==> src/rtl/i2c_pkg.sv <==
// Shared types and constants for the oversampled I2C slave register file.
package i2c_pkg;

  typedef enum logic [3:0] {
    IDLE      = 4'd0,
    ADDR      = 4'd1,
    ADDR_ACK  = 4'd2,
    PTR       = 4'd3,
    PTR_ACK   = 4'd4,
    WDATA     = 4'd5,
    WDATA_ACK = 4'd6,
    RDATA     = 4'd7,
    RDATA_ACK = 4'd8
  } i2c_state_e;

  localparam logic ACK  = 1'b0;
  localparam logic NACK = 1'b1;

  function automatic logic addr_match(input logic [7:0] addr_byte, input logic [6:0] slave_addr);
    return (addr_byte[7:1] == slave_addr);
  endfunction

endpackage

==> src/rtl/i2c_line_sync.sv <==
// Per-line synchroniser with edge detect; I2C_GLITCH_FILTER_EN adds a 3-sample stability filter.
module i2c_line_sync (
  input  logic clk,
  input  logic rst_n,
  input  logic line_i,
  output logic level_o,
  output logic rise_o,
  output logic fall_o
);

  logic sync1_q;
  logic sync2_q;
  logic prev_q;
  logic line_s;

  // Two-stage synchroniser, preset to the idle-high bus level.
  always_ff @(posedge clk or negedge rst_n) begin
    if (!rst_n) begin
      sync1_q <= 1'b1;
      sync2_q <= 1'b1;
    end else begin
      sync1_q <= line_i;
      sync2_q <= sync1_q;
    end
  end

`ifdef I2C_GLITCH_FILTER_EN
  logic hist1_q;
  logic hist2_q;

  // Sample history for the stability filter.
  always_ff @(posedge clk or negedge rst_n) begin
    if (!rst_n) begin
      hist1_q <= 1'b1;
      hist2_q <= 1'b1;
    end else begin
      hist1_q <= sync2_q;
      hist2_q <= hist1_q;
    end
  end

  // Filtered level follows the input only after three equal samples.
  always_comb begin
    if ((sync2_q == hist1_q) && (hist1_q == hist2_q)) begin
      line_s = sync2_q;
    end else begin
      line_s = prev_q;
    end
  end
`else
  // Unfiltered level is the synchroniser output.
  always_comb begin
    line_s = sync2_q;
  end
`endif

  // Delayed copy for edge detection.
  always_ff @(posedge clk or negedge rst_n) begin
    if (!rst_n) begin
      prev_q <= 1'b1;
    end else begin
      prev_q <= line_s;
    end
  end

  assign level_o = line_s;
  assign rise_o  = line_s & ~prev_q;
  assign fall_o  = ~line_s & prev_q;

endmodule

==> src/rtl/i2c_slave_regfile.sv <==
// I2C slave exposing a DEPTH x 8 register file with byte pointer and host-side port.
// Optional macro I2C_GLITCH_FILTER_EN enables the input glitch filter in i2c_line_sync.
module i2c_slave_regfile
  import i2c_pkg::*;
#(
  parameter logic [6:0] SLAVE_ADDR = 7'h2A,
  parameter int         DEPTH      = 16,
  parameter logic [7:0] RESET_VAL  = 8'h00,
  localparam int        PTR_W      = $clog2(DEPTH)
) (
  input  logic             clk,
  input  logic             rst_n,
  input  logic             scl_i,
  input  logic             sda_i,
  output logic             sda_oe,
  input  logic [PTR_W-1:0] host_addr,
  input  logic             host_we,
  input  logic [7:0]       host_wdata,
  output logic [7:0]       host_rdata,
  output logic             busy,
  output logic             wr_pulse,
  output logic [PTR_W-1:0] wr_ptr
);

  logic scl_lvl_s, scl_rise_s, scl_fall_s;
  logic sda_lvl_s, sda_rise_s, sda_fall_s;
  logic start_s, stop_s;

  i2c_line_sync u_scl_sync (
    .clk    (clk),
    .rst_n  (rst_n),
    .line_i (scl_i),
    .level_o(scl_lvl_s),
    .rise_o (scl_rise_s),
    .fall_o (scl_fall_s)
  );

  i2c_line_sync u_sda_sync (
    .clk    (clk),
    .rst_n  (rst_n),
    .line_i (sda_i),
    .level_o(sda_lvl_s),
    .rise_o (sda_rise_s),
    .fall_o (sda_fall_s)
  );

  assign start_s = sda_fall_s & scl_lvl_s;
  assign stop_s  = sda_rise_s & scl_lvl_s;

  i2c_state_e       state_q, state_d;
  logic [2:0]       bitcnt_q, bitcnt_d;
  logic [7:0]       shift_q, shift_d;
  logic [PTR_W-1:0] ptr_q, ptr_d;
  logic             rw_q, rw_d;
  logic             ack_on_q, ack_on_d;
  logic             mack_q, mack_d;
  logic             sda_oe_q, sda_oe_d;
  logic             busy_q, busy_d;
  logic             wr_pulse_q, wr_pulse_d;
  logic [PTR_W-1:0] wr_ptr_q, wr_ptr_d;
  logic             bus_we_s;
  logic [7:0]       shift_in_s;
  logic [7:0]       rd_byte_s;
  logic [7:0]       regs_q [DEPTH];

  assign shift_in_s = {shift_q[6:0], sda_lvl_s};
  assign rd_byte_s  = regs_q[ptr_q];

  // Protocol FSM: START/STOP take priority, data sampled on SCL rise, SDA driven on SCL fall.
  always_comb begin
    state_d    = state_q;
    bitcnt_d   = bitcnt_q;
    shift_d    = shift_q;
    ptr_d      = ptr_q;
    rw_d       = rw_q;
    ack_on_d   = ack_on_q;
    mack_d     = mack_q;
    sda_oe_d   = sda_oe_q;
    busy_d     = busy_q;
    wr_pulse_d = 1'b0;
    wr_ptr_d   = wr_ptr_q;
    bus_we_s   = 1'b0;
    if (start_s) begin
      state_d  = ADDR;
      bitcnt_d = 3'd7;
      sda_oe_d = 1'b0;
      busy_d   = 1'b0;
      ack_on_d = 1'b0;
    end else if (stop_s) begin
      state_d  = IDLE;
      sda_oe_d = 1'b0;
      busy_d   = 1'b0;
      ack_on_d = 1'b0;
    end else begin
      case (state_q)
        IDLE: begin
          sda_oe_d = 1'b0;
        end
        ADDR, PTR, WDATA: begin
          if (scl_rise_s) begin
            shift_d  = shift_in_s;
            bitcnt_d = bitcnt_q - 3'd1;
            if (bitcnt_q != 3'd0) begin
              state_d = state_q;
            end else if (state_q == ADDR) begin
              if (addr_match(shift_in_s, SLAVE_ADDR)) begin
                state_d = ADDR_ACK;
                busy_d  = 1'b1;
                rw_d    = shift_in_s[0];
              end else begin
                state_d  = IDLE;
                sda_oe_d = 1'b0;
              end
            end else if (state_q == PTR) begin
              ptr_d   = shift_in_s[PTR_W-1:0];
              state_d = PTR_ACK;
            end else begin
              bus_we_s   = 1'b1;
              wr_pulse_d = 1'b1;
              wr_ptr_d   = ptr_q;
              ptr_d      = ptr_q + PTR_W'(1);
              state_d    = WDATA_ACK;
            end
          end else begin
            shift_d = shift_q;
          end
        end
        ADDR_ACK, PTR_ACK, WDATA_ACK: begin
          // First fall asserts ACK, second fall ends the ACK clock.
          if (!scl_fall_s) begin
            ack_on_d = ack_on_q;
          end else if (!ack_on_q) begin
            sda_oe_d = ~ACK;
            ack_on_d = 1'b1;
          end else begin
            ack_on_d = 1'b0;
            bitcnt_d = 3'd7;
            if ((state_q == ADDR_ACK) && rw_q) begin
              shift_d  = rd_byte_s;
              sda_oe_d = ~rd_byte_s[7];
              state_d  = RDATA;
            end else begin
              sda_oe_d = 1'b0;
              state_d  = (state_q == ADDR_ACK) ? PTR : WDATA;
            end
          end
        end
        RDATA: begin
          if (!scl_fall_s) begin
            bitcnt_d = bitcnt_q;
          end else if (bitcnt_q == 3'd0) begin
            sda_oe_d = 1'b0;
            ptr_d    = ptr_q + PTR_W'(1);
            state_d  = RDATA_ACK;
          end else begin
            bitcnt_d = bitcnt_q - 3'd1;
            sda_oe_d = ~shift_q[bitcnt_q - 3'd1];
          end
        end
        RDATA_ACK: begin
          if (scl_rise_s) begin
            mack_d = sda_lvl_s;
          end else if (scl_fall_s) begin
            if (mack_q == ACK) begin
              shift_d  = rd_byte_s;
              sda_oe_d = ~rd_byte_s[7];
              bitcnt_d = 3'd7;
              state_d  = RDATA;
            end else begin
              sda_oe_d = 1'b0;
              state_d  = IDLE;
            end
          end else begin
            mack_d = mack_q;
          end
        end
        default: begin
          state_d  = IDLE;
          sda_oe_d = 1'b0;
        end
      endcase
    end
  end

  // FSM and output registers.
  always_ff @(posedge clk or negedge rst_n) begin
    if (!rst_n) begin
      state_q    <= IDLE;
      bitcnt_q   <= 3'd7;
      shift_q    <= 8'h00;
      ptr_q      <= '0;
      rw_q       <= 1'b0;
      ack_on_q   <= 1'b0;
      mack_q     <= NACK;
      sda_oe_q   <= 1'b0;
      busy_q     <= 1'b0;
      wr_pulse_q <= 1'b0;
      wr_ptr_q   <= '0;
    end else begin
      state_q    <= state_d;
      bitcnt_q   <= bitcnt_d;
      shift_q    <= shift_d;
      ptr_q      <= ptr_d;
      rw_q       <= rw_d;
      ack_on_q   <= ack_on_d;
      mack_q     <= mack_d;
      sda_oe_q   <= sda_oe_d;
      busy_q     <= busy_d;
      wr_pulse_q <= wr_pulse_d;
      wr_ptr_q   <= wr_ptr_d;
    end
  end

  // Register file; the host write is last so it wins a same-index collision.
  always_ff @(posedge clk or negedge rst_n) begin
    if (!rst_n) begin
      for (int i = 0; i < DEPTH; i++) begin
        regs_q[i] <= RESET_VAL;
      end
    end else begin
      if (bus_we_s) begin
        regs_q[ptr_q] <= shift_in_s;
      end
      if (host_we) begin
        regs_q[host_addr] <= host_wdata;
      end
    end
  end

  assign host_rdata = regs_q[host_addr];
  assign sda_oe     = sda_oe_q;
  assign busy       = busy_q;
  assign wr_pulse   = wr_pulse_q;
  assign wr_ptr     = wr_ptr_q;

endmodule

==> config.mk <==
export PLATFORM = sky130hd
export DESIGN_NAME = i2c_slave_regfile
export DESIGN_NICKNAME = d
export VERILOG_FILES = /design/src/rtl/i2c_pkg.sv /design/src/rtl/i2c_line_sync.sv /design/src/rtl/i2c_slave_regfile.sv
export SDC_FILE = /design/constraint.sdc
export NUM_CORES = 1
export LEC_CHECK = 0
export ABC_AREA = 1
export BUFFER_PORTS_ARGS = -buffer_cell sky130_fd_sc_hd__buf_2
export CAP_MARGIN = 20
export CORE_ASPECT_RATIO = 0.5
export CORE_MARGIN = 2
export CORE_UTILIZATION = 29
export DETAILED_ROUTE_END_ITERATION = 10
export SLEW_MARGIN = 15
export SYNTH_ARGS = -nofsm -noshare
export SYNTH_HDL_FRONTEND = slang
export SYNTH_HIERARCHICAL = 1
export SYNTH_SLANG_ARGS = --single-unit
==> constraint.sdc <==
create_clock -name clk -period 2.43 [get_ports clk]
set_input_delay 0.1215 -clock clk [delete_from_list [all_inputs] [get_ports clk]]
set_output_delay 0.1215 -clock clk [all_outputs]
set_load 0.1 [all_outputs]
Word-level counts from Yosys, hierarchy flattened
Index checks and enable logic that the tools add are counted.
- register bits: 163
- bits in latches: 0
- memory bits (writable): 0
- bits in read-only memories: 0
- input port bits: 17
- output and inout bits: 15
- logic and storage cells: 220
- memories kept: 0
- $add $sub $neg: 2
- multiply operators: 0
- divide/modulo/power cells: 0
- order comparisons: 5
- equality and inequality tests: 41
- shifts and indexed selects: 0
- mux-type cells: 93
- bitwise gates (word level): 19
- reduce and logical (&&, ||, !) cells: 27
- operator list (kind ; number):
    bitwise mux 128 bit ; 2
    2-to-1 mux 128 bit ; 2
    2-to-1 mux 8 bit ; 13
    2-to-1 mux 4 bit ; 17
    binary-select mux 8 bit (select 4 bit) ; 2
    demux 8 bit (select 4 bit) ; 2
    != test 4 bit (second input constant) ; 10
    2-to-1 mux 3 bit ; 13
    2-to-1 mux 1 bit ; 34
    != test 3 bit (second input constant) ; 10
    != test 2 bit (second input constant) ; 12
    case mux 8 bit (3 select lines) ; 1
    nonzero test 3 bit ; 8
    case mux 4 bit (5 select lines) ; 1
    AND reduction 10 bit ; 2
    equality test 4 x 3 -> 1 bit (second input constant) ; 4
    AND reduction 8 bit ; 2
    AND reduction 7 bit ; 2
    case mux 3 bit (4 select lines) ; 1
    inverter 1 bit ; 11
    greater-or-equal comparator 5 bit (second input constant) ; 2
    less-than comparator 5 x 1 -> 1 bit (second input constant) ; 2
    inverter 4 -> 5 bit ; 2
    AND reduction 9 bit ; 1
    21 further kinds ; 31

Logic depth before layout (Yosys ltp)
- depth in word-level cells: 11
- mapped depth: 13
- depth with buffers taken out: 12

Modules after synthesis
Netlist, hierarchy kept.
- by module, submodules not included (module ; instances ; cells each ; area an instance (sq um) ; sequential area each (sq um)):
    i2c_slave_regfile ; 1 ; 1480 ; 10393.7 ; 3933.8
    i2c_line_sync ; 2 ; 7 ; 93.8 ; 78.8

Worst setup path after synthesis
Ideal clock, no wire load.
- path type: reg-to-reg
- start: register ptr_q[0]
- end: register regs_q[95] in the netlist's numbering
- library setup time: 135 ps
- data arrival time: 1949 ps
- data required time: 2295 ps
- slack: 345 ps
- cell stages (with the launch flop): 12
- buffers on the path: 4
- clock period less this slack: 2085 ps
- cell sequence: dfrtp_1 > clkbuf_1 > inv_1 > buf_2 > clkbuf_1 > ha_1 > inv_1 > nor2_4 > nand2_1 > buf_2 > o211ai_1 > o21ai_0
- longest elaborated chain between the ends: 9
- elaborated cells on any way between the ends: 10
- classes of those cells: order compare: 2; mux: 6; bitwise: 1; reduce/logical: 1
- RTL lines (element ; RTL line ; source):
    start: declaration ; i2c_slave_regfile.sv:53 ; logic [PTR_W-1:0] ptr_q, ptr_d;
    start signal: assignment ; i2c_slave_regfile.sv:203 ; ptr_q <= ptr_d;
    inverter 4 -> 5 bit (implied by the code) (*) ; i2c_slave_regfile.sv:222 ; regs_q[ptr_q] <= shift_in_s;
    greater-or-equal comparator 5 bit (implied by the code) or less-than comparator 5 x 1 -> 1 bit (tied branches) ; i2c_slave_regfile.sv:222 ;
    logical AND 1 bit (implied by the code) ; i2c_slave_regfile.sv:222 ;
    2-to-1 mux 8 bit (implied by the code) ; i2c_slave_regfile.sv:222 ;
    demux 8 bit (select 4 bit) (*) ; i2c_slave_regfile.sv:222 ;
    bitwise mux 128 bit (*) ; i2c_slave_regfile.sv:222 ;
    2-to-1 mux 128 bit (*) ; i2c_slave_regfile.sv:221 ; if (bus_we_s) begin
    bitwise mux 128 bit ; i2c_slave_regfile.sv:225 ; regs_q[host_addr] <= host_wdata;
    2-to-1 mux 128 bit (*) ; i2c_slave_regfile.sv:224 ; if (host_we) begin
    end signal: indexed assignment ; i2c_slave_regfile.sv:222 ;
    end signal: indexed assignment ; i2c_slave_regfile.sv:225 ;
    end: declaration ; i2c_slave_regfile.sv:64 ; logic [7:0] regs_q [DEPTH];
Mark *: on every way between the ends. The rest lies on a longest branch, timed or not.
A chain may end at the register's enable or synchronous reset.

Worst setup path after layout
- start: register bitcnt_q[0]
- end: register regs_q[111] in the netlist's numbering
- longest elaborated chain between the ends: 9
- RTL lines (element ; RTL line ; source):
    start: declaration ; i2c_slave_regfile.sv:51 ; logic [2:0] bitcnt_q, bitcnt_d;
    start signal: assignment ; i2c_slave_regfile.sv:201 ; bitcnt_q <= bitcnt_d;
    nonzero test 3 bit (*) ; i2c_slave_regfile.sv:103 ; if (bitcnt_q != 3'd0) begin
    2-to-1 mux 1 bit (*) ; i2c_slave_regfile.sv:103 ;
    2-to-1 mux 1 bit (*) ; i2c_slave_regfile.sv:100 ; if (scl_rise_s) begin
    2-to-1 mux 1 bit (*) ; i2c_slave_regfile.sv:95 ; case (state_q)
    2-to-1 mux 1 bit (*) ; i2c_slave_regfile.sv:89 ; end else if (stop_s) begin
    2-to-1 mux 1 bit (*) ; i2c_slave_regfile.sv:83 ; if (start_s) begin
    2-to-1 mux 128 bit (*) ; i2c_slave_regfile.sv:221 ;
    bitwise mux 128 bit ; i2c_slave_regfile.sv:225 ;
    2-to-1 mux 128 bit (*) ; i2c_slave_regfile.sv:224 ;
Marks and branches as above.

==> metrics.md <==
| Metric | Value |
|---|---|
| Transition at the pin with the smallest max-transition slack | `0.858 ns` |
| Maximum number of pins on one net before global-route repair | `59` |
| Placed inst area | `11500 µm²` |
| Path category of the worst min-delay check | `input pin to flip-flop` |
| Warnings from Yosys | `6` |
| Total length of routed wires | `38.1 mm` |
| Cell Rows | `49` |
| Count of pins on the block boundary | `32` |
| Sequential fraction of the synthesis area | `0.387` |
| Post-synthesis adder-cell area fraction | `0.00709` |
| Final Max Tran Viols | `0` |
| Gr ovfl total | `0` |
| Data arrival, critical path | `2.56 ns` |
| Crit path setup slack, layout | `0.174 ns` |
| Post-synthesis xor/xnor area fraction | `0` |
| Slowest stage cell on the critical path | `sky130_fd_sc_hd__dfstp_2` |
| X dimension of the die | `274 µm` |
| Total die area | `38100 µm²` |
| Total routing usage reported by global routing | `0.202` |
| HP Start | `host_wdata[2]` |
| Vias per cell | `5.32` |
| Post-synthesis simple-gate area fraction | `0.253` |
| Post-route cell area | `12300 µm²` |
| Placer Congestion | `0.904` |
| Worst reg2reg startpoint | `bitcnt_q[0]` |
| Crit Path Class | `flip-flop to flip-flop` |
| Antenna-violating nets left | `0` |
| First DRT Iteration DRCs | `1482` |
| Synthesis-to-layout area growth | `15.8%` |
| Crit end category | `flip-flop` |
| Number of cell instances on the worst register-to-register path | `12` |
| H-tree lvl count | `4` |
| Largest clock skew in the final design | `0.0150 ns` |
| Peak supply drop | `567 µV` |
| Fill cell count | `3817` |
| Capturing point of the worst reg2reg path | `regs_q[111]` |
| Post-synthesis instance area | `10600 µm²` |
| Count of distinct cell types in the synthesized netlist | `32` |
| Hold Path End | `regs_q[18]` |
| Setup-failing EPs final | `0` |
| Leakage component of the power | `6.10 nW` |
| Post-layout min period | `2.26 ns` |
| Slew Limit Headroom | `0.427` |
| Post-DP HPWL | `26.1 mm` |
| Proportion of layout cells with a drive suffix above 1 | `0.116` |
| Highest achievable clock rate | `443 MHz` |
| Clock buffer count from CTS | `17` |
| Register-to-register path setup slack | `0.17 ns` |
| Setup repair after global routing missed its margin | `true` |
| Combinational family with the most area after synthesis | `simple AND/OR/NAND/NOR gates` |
| Die Y | `139 µm` |
| Startpoint type of the worst setup path | `flip-flop` |
| Clock tree sinks | `163` |
| Bufs on Longest Clock Path | `2` |
| Total chip power | `11.9 mW` |
| Clock insertion delay at the later pin of the skew report | `0.47 ns` |
| Max incr delay on CP | `0.58 ns` |
| Worst Hold Depth | `3` |
| Wire length per cell after detailed routing | `19.1 µm` |
| Worst path required time | `2.74 ns` |
| Period Utilization, post-route | `0.928` |
| Min Hold Slack | `0.0163 ns` |
| Core region area | `35900 µm²` |
| Aggregate negative setup slack | `0 ns` |
| TritonCTS clock tree | `yes` |
| Post-CTS clock slew at the launch and capture registers of the worst setup and hold paths | `0.07 ns` |
| Share of the synthesized area in compound gates (AO/OA/AOI/OAI) | `0.241` |
| Remaining routing DRC violations | `0` |
| Power Dens Cells | `970 nW/µm²` |
| Crit Path Max Fanout | `16` |
| Mean area per synthesized cell | `7.08 µm²` |
| Run status | `complete, no violations` |
| Length of the first detailed-routing pass in iterations | `5` |
| Global-route wire length before repair | `58.8 mm` |
| Proportion of synthesized area in mux cells | `0` |
| Final-stage net count | `1524` |
| Final hold viol count | `0` |
| Clock tree root buffer cell | `sky130_fd_sc_hd__clkbuf_16` |
| Cell breakdown of the critical path | `inv_1 > ha_1 > ha_1 > nand2_1 > nor2_4 > nand2_4 > buf_4 > nor2_4 > nand2_2 > nand2_1 > o211ai_1 > o21ai_0` |
| Total of flip-flops plus latches after synthesis | `163` |
| Number of global-route vias before repair | `9687` |
| Post-synth net total | `1517` |
| Total of buffers placed on input and output ports | `31` |
| Max Cap Violations | `0` |
| Initial antenna violation count | `1` |
| Via count of the routed design | `10600` |
| Post-Synthesis Cells | `1494` |
| Initial standard-cell utilization of the core | `0.295` |
| Post-place setup slack | `0.0613 ns` |
[state kept, by name, indices dropped and copies added, names as in the netlist]
| name | count |
|---|---|
| wr_ptr | 4 |
| u_scl_sync/level_o | 1 |
| wr_pulse | 1 |
| u_scl_sync/prev_q | 1 |
| u_scl_sync/sync1_q | 1 |
| regs_q | 128 |
| ack_on_q | 1 |
| shift_q | 8 |
| busy | 1 |
| u_sda_sync/level_o | 1 |
| u_sda_sync/sync1_q | 1 |
| mack_q | 1 |
| bitcnt_q | 3 |
| state_q | 4 |
| u_sda_sync/prev_q | 1 |
| ptr_q | 4 |
| rw_q | 1 |
| sda_oe | 1 |
[critical path: cells and delay by family, from the launching register on]
kind	cells	cell delay, ns
DFF	1	0.58
and+or+nand+nor	6	0.69
buffers and inverters	2	0.24
adders and majority gates	2	0.40
AOI/OAI and AO/OA	2	0.19
[cells by family (layout without fill, tap and decap cells)]
family,after synthesis,in the layout
AND/OR/NAND/NOR,636,636
other,0,1
AO/OA/AOI/OAI,393,393
flip-flops,163,163
adder cells (fa/ha/maj),6,6
buffers and inverters,296,316
[metrics by stage]
stage / util / cells
final: 0.341 / 1999
after global routing: 0.341 / 1998
after CTS: 0.339 / 1992
after detailed placement: 0.319 / 1954
after global placement: 0.319 / 1954
after floorplan: - / 1494
[cell usage in the layout (no fill, tap or decap), drive strengths merged]
| cell type | n |
|---|---|
| dlygate4sd3 | 6 |
| nand3b | 3 |
| nand3 | 96 |
| bufinv | 3 |
| o2bb2ai | 1 |
| ha | 6 |
| nor3 | 9 |
| a21oi | 35 |
| inv | 199 |
| o211ai | 100 |
| buf | 81 |
| diode | 1 |
| dfrtp | 153 |
| a2111o | 1 |
| nand4 | 4 |
| a31oi | 23 |
| nor2 | 70 |
| clkbuf | 20 |
| o21ai | 161 |
| clkinvlp | 4 |
| clkinv | 3 |
| dfstp | 10 |
| a22oi | 32 |
| o221ai | 32 |
| o22ai | 8 |
| nand2 | 454 |
[cell usage after synthesis]
cell,count,share of area
sky130_fd_sc_hd__nand2_1,440,0.16
sky130_fd_sc_hd__inv_1,192,0.068
sky130_fd_sc_hd__dfrtp_1,153,0.36
sky130_fd_sc_hd__nand3_1,96,0.045
sky130_fd_sc_hd__o211ai_1,83,0.059
sky130_fd_sc_hd__o21ai_0,81,0.038
sky130_fd_sc_hd__o21ai_1,80,0.038
sky130_fd_sc_hd__clkbuf_1,63,0.022
sky130_fd_sc_hd__nor2_1,58,0.021
sky130_fd_sc_hd__a21oi_1,35,0.017
sky130_fd_sc_hd__a22oi_1,32,0.023
sky130_fd_sc_hd__o221ai_1,32,0.026
sky130_fd_sc_hd__a31oi_1,23,0.014
sky130_fd_sc_hd__buf_2,23,0.011
sky130_fd_sc_hd__o211ai_2,17,0.020
sky130_fd_sc_hd__dfstp_2,10,0.025
sky130_fd_sc_hd__nand2_2,9,0.0053
sky130_fd_sc_hd__buf_1,8,0.0028
sky130_fd_sc_hd__nor3_1,8,0.0038
sky130_fd_sc_hd__o22ai_1,8,0.0047
sky130_fd_sc_hd__buf_6,6,0.0064
sky130_fd_sc_hd__ha_1,6,0.0071
sky130_fd_sc_hd__nor2_4,6,0.0064
sky130_fd_sc_hd__nand2_4,5,0.0053
sky130_fd_sc_hd__nor2_2,5,0.0030
sky130_fd_sc_hd__inv_2,4,0.0014
sky130_fd_sc_hd__nand4_1,4,0.0024
sky130_fd_sc_hd__nand3b_1,3,0.0021
sky130_fd_sc_hd__a2111o_1,1,0.0011
sky130_fd_sc_hd__nor2_8,1,0.0019
sky130_fd_sc_hd__nor3_2,1,0.00095
sky130_fd_sc_hd__o2bb2ai_1,1,0.00083
[per-layer routing]
metal / GRT usage / wire, µm / up-vias
li1: - / - / 5000
met1: 0.283 / 16600 / 5021
met2: 0.303 / 16600 / 539
met3: 0.0452 / 3770 / 74
met4: 0.0749 / 1100 / 2
met5: 0 / 13 / -
[report_power, final]
group	switching (mW)	total [mW]	internal (mW)
clock	1.29	2.98	1.69
combinational	3.46	5.13	1.66
sequential	0.483	3.78	3.30
total	5.24	11.9	6.65
[worst max-delay path by stage]
stage | start | end | cells past startpoint | slack, ns
after global routing | bitcnt_q[0] | regs_q[111] | 12 | -0.01
final | bitcnt_q[0] | regs_q[111] | 12 | 0.17
after floorplan | ptr_q[0] | regs_q[95] | 11 | 0.35
after global placement | bitcnt_q[0] | regs_q[87] | 10 | 0.09
after detailed placement | bitcnt_q[0] | regs_q[83] | 10 | 0.06
after CTS | bitcnt_q[0] | regs_q[83] | 10 | 0.05
[final cells by class]
class	count	area, µm²	area share
multi-input combinational	1035	5330	0.435
sequential	163	4090	0.334
timing repair buffer	88	863	0.0704
inverter	196	736	0.0600
tap	484	606	0.0494
clock buffer	19	453	0.0370
clock inverter	13	173	0.0141
antenna	1	2.50	0.000204
[what timing repair did]
item | CTS | global route
hold buffers | 6 | 0
resized for setup | 0 | 5
endpoints found under the setup margin | 0 | 39
endpoints found under the hold margin | 55 | 0
setup buffers | 0 | 6
Note: power is estimated with default switching activity, not from simulation.
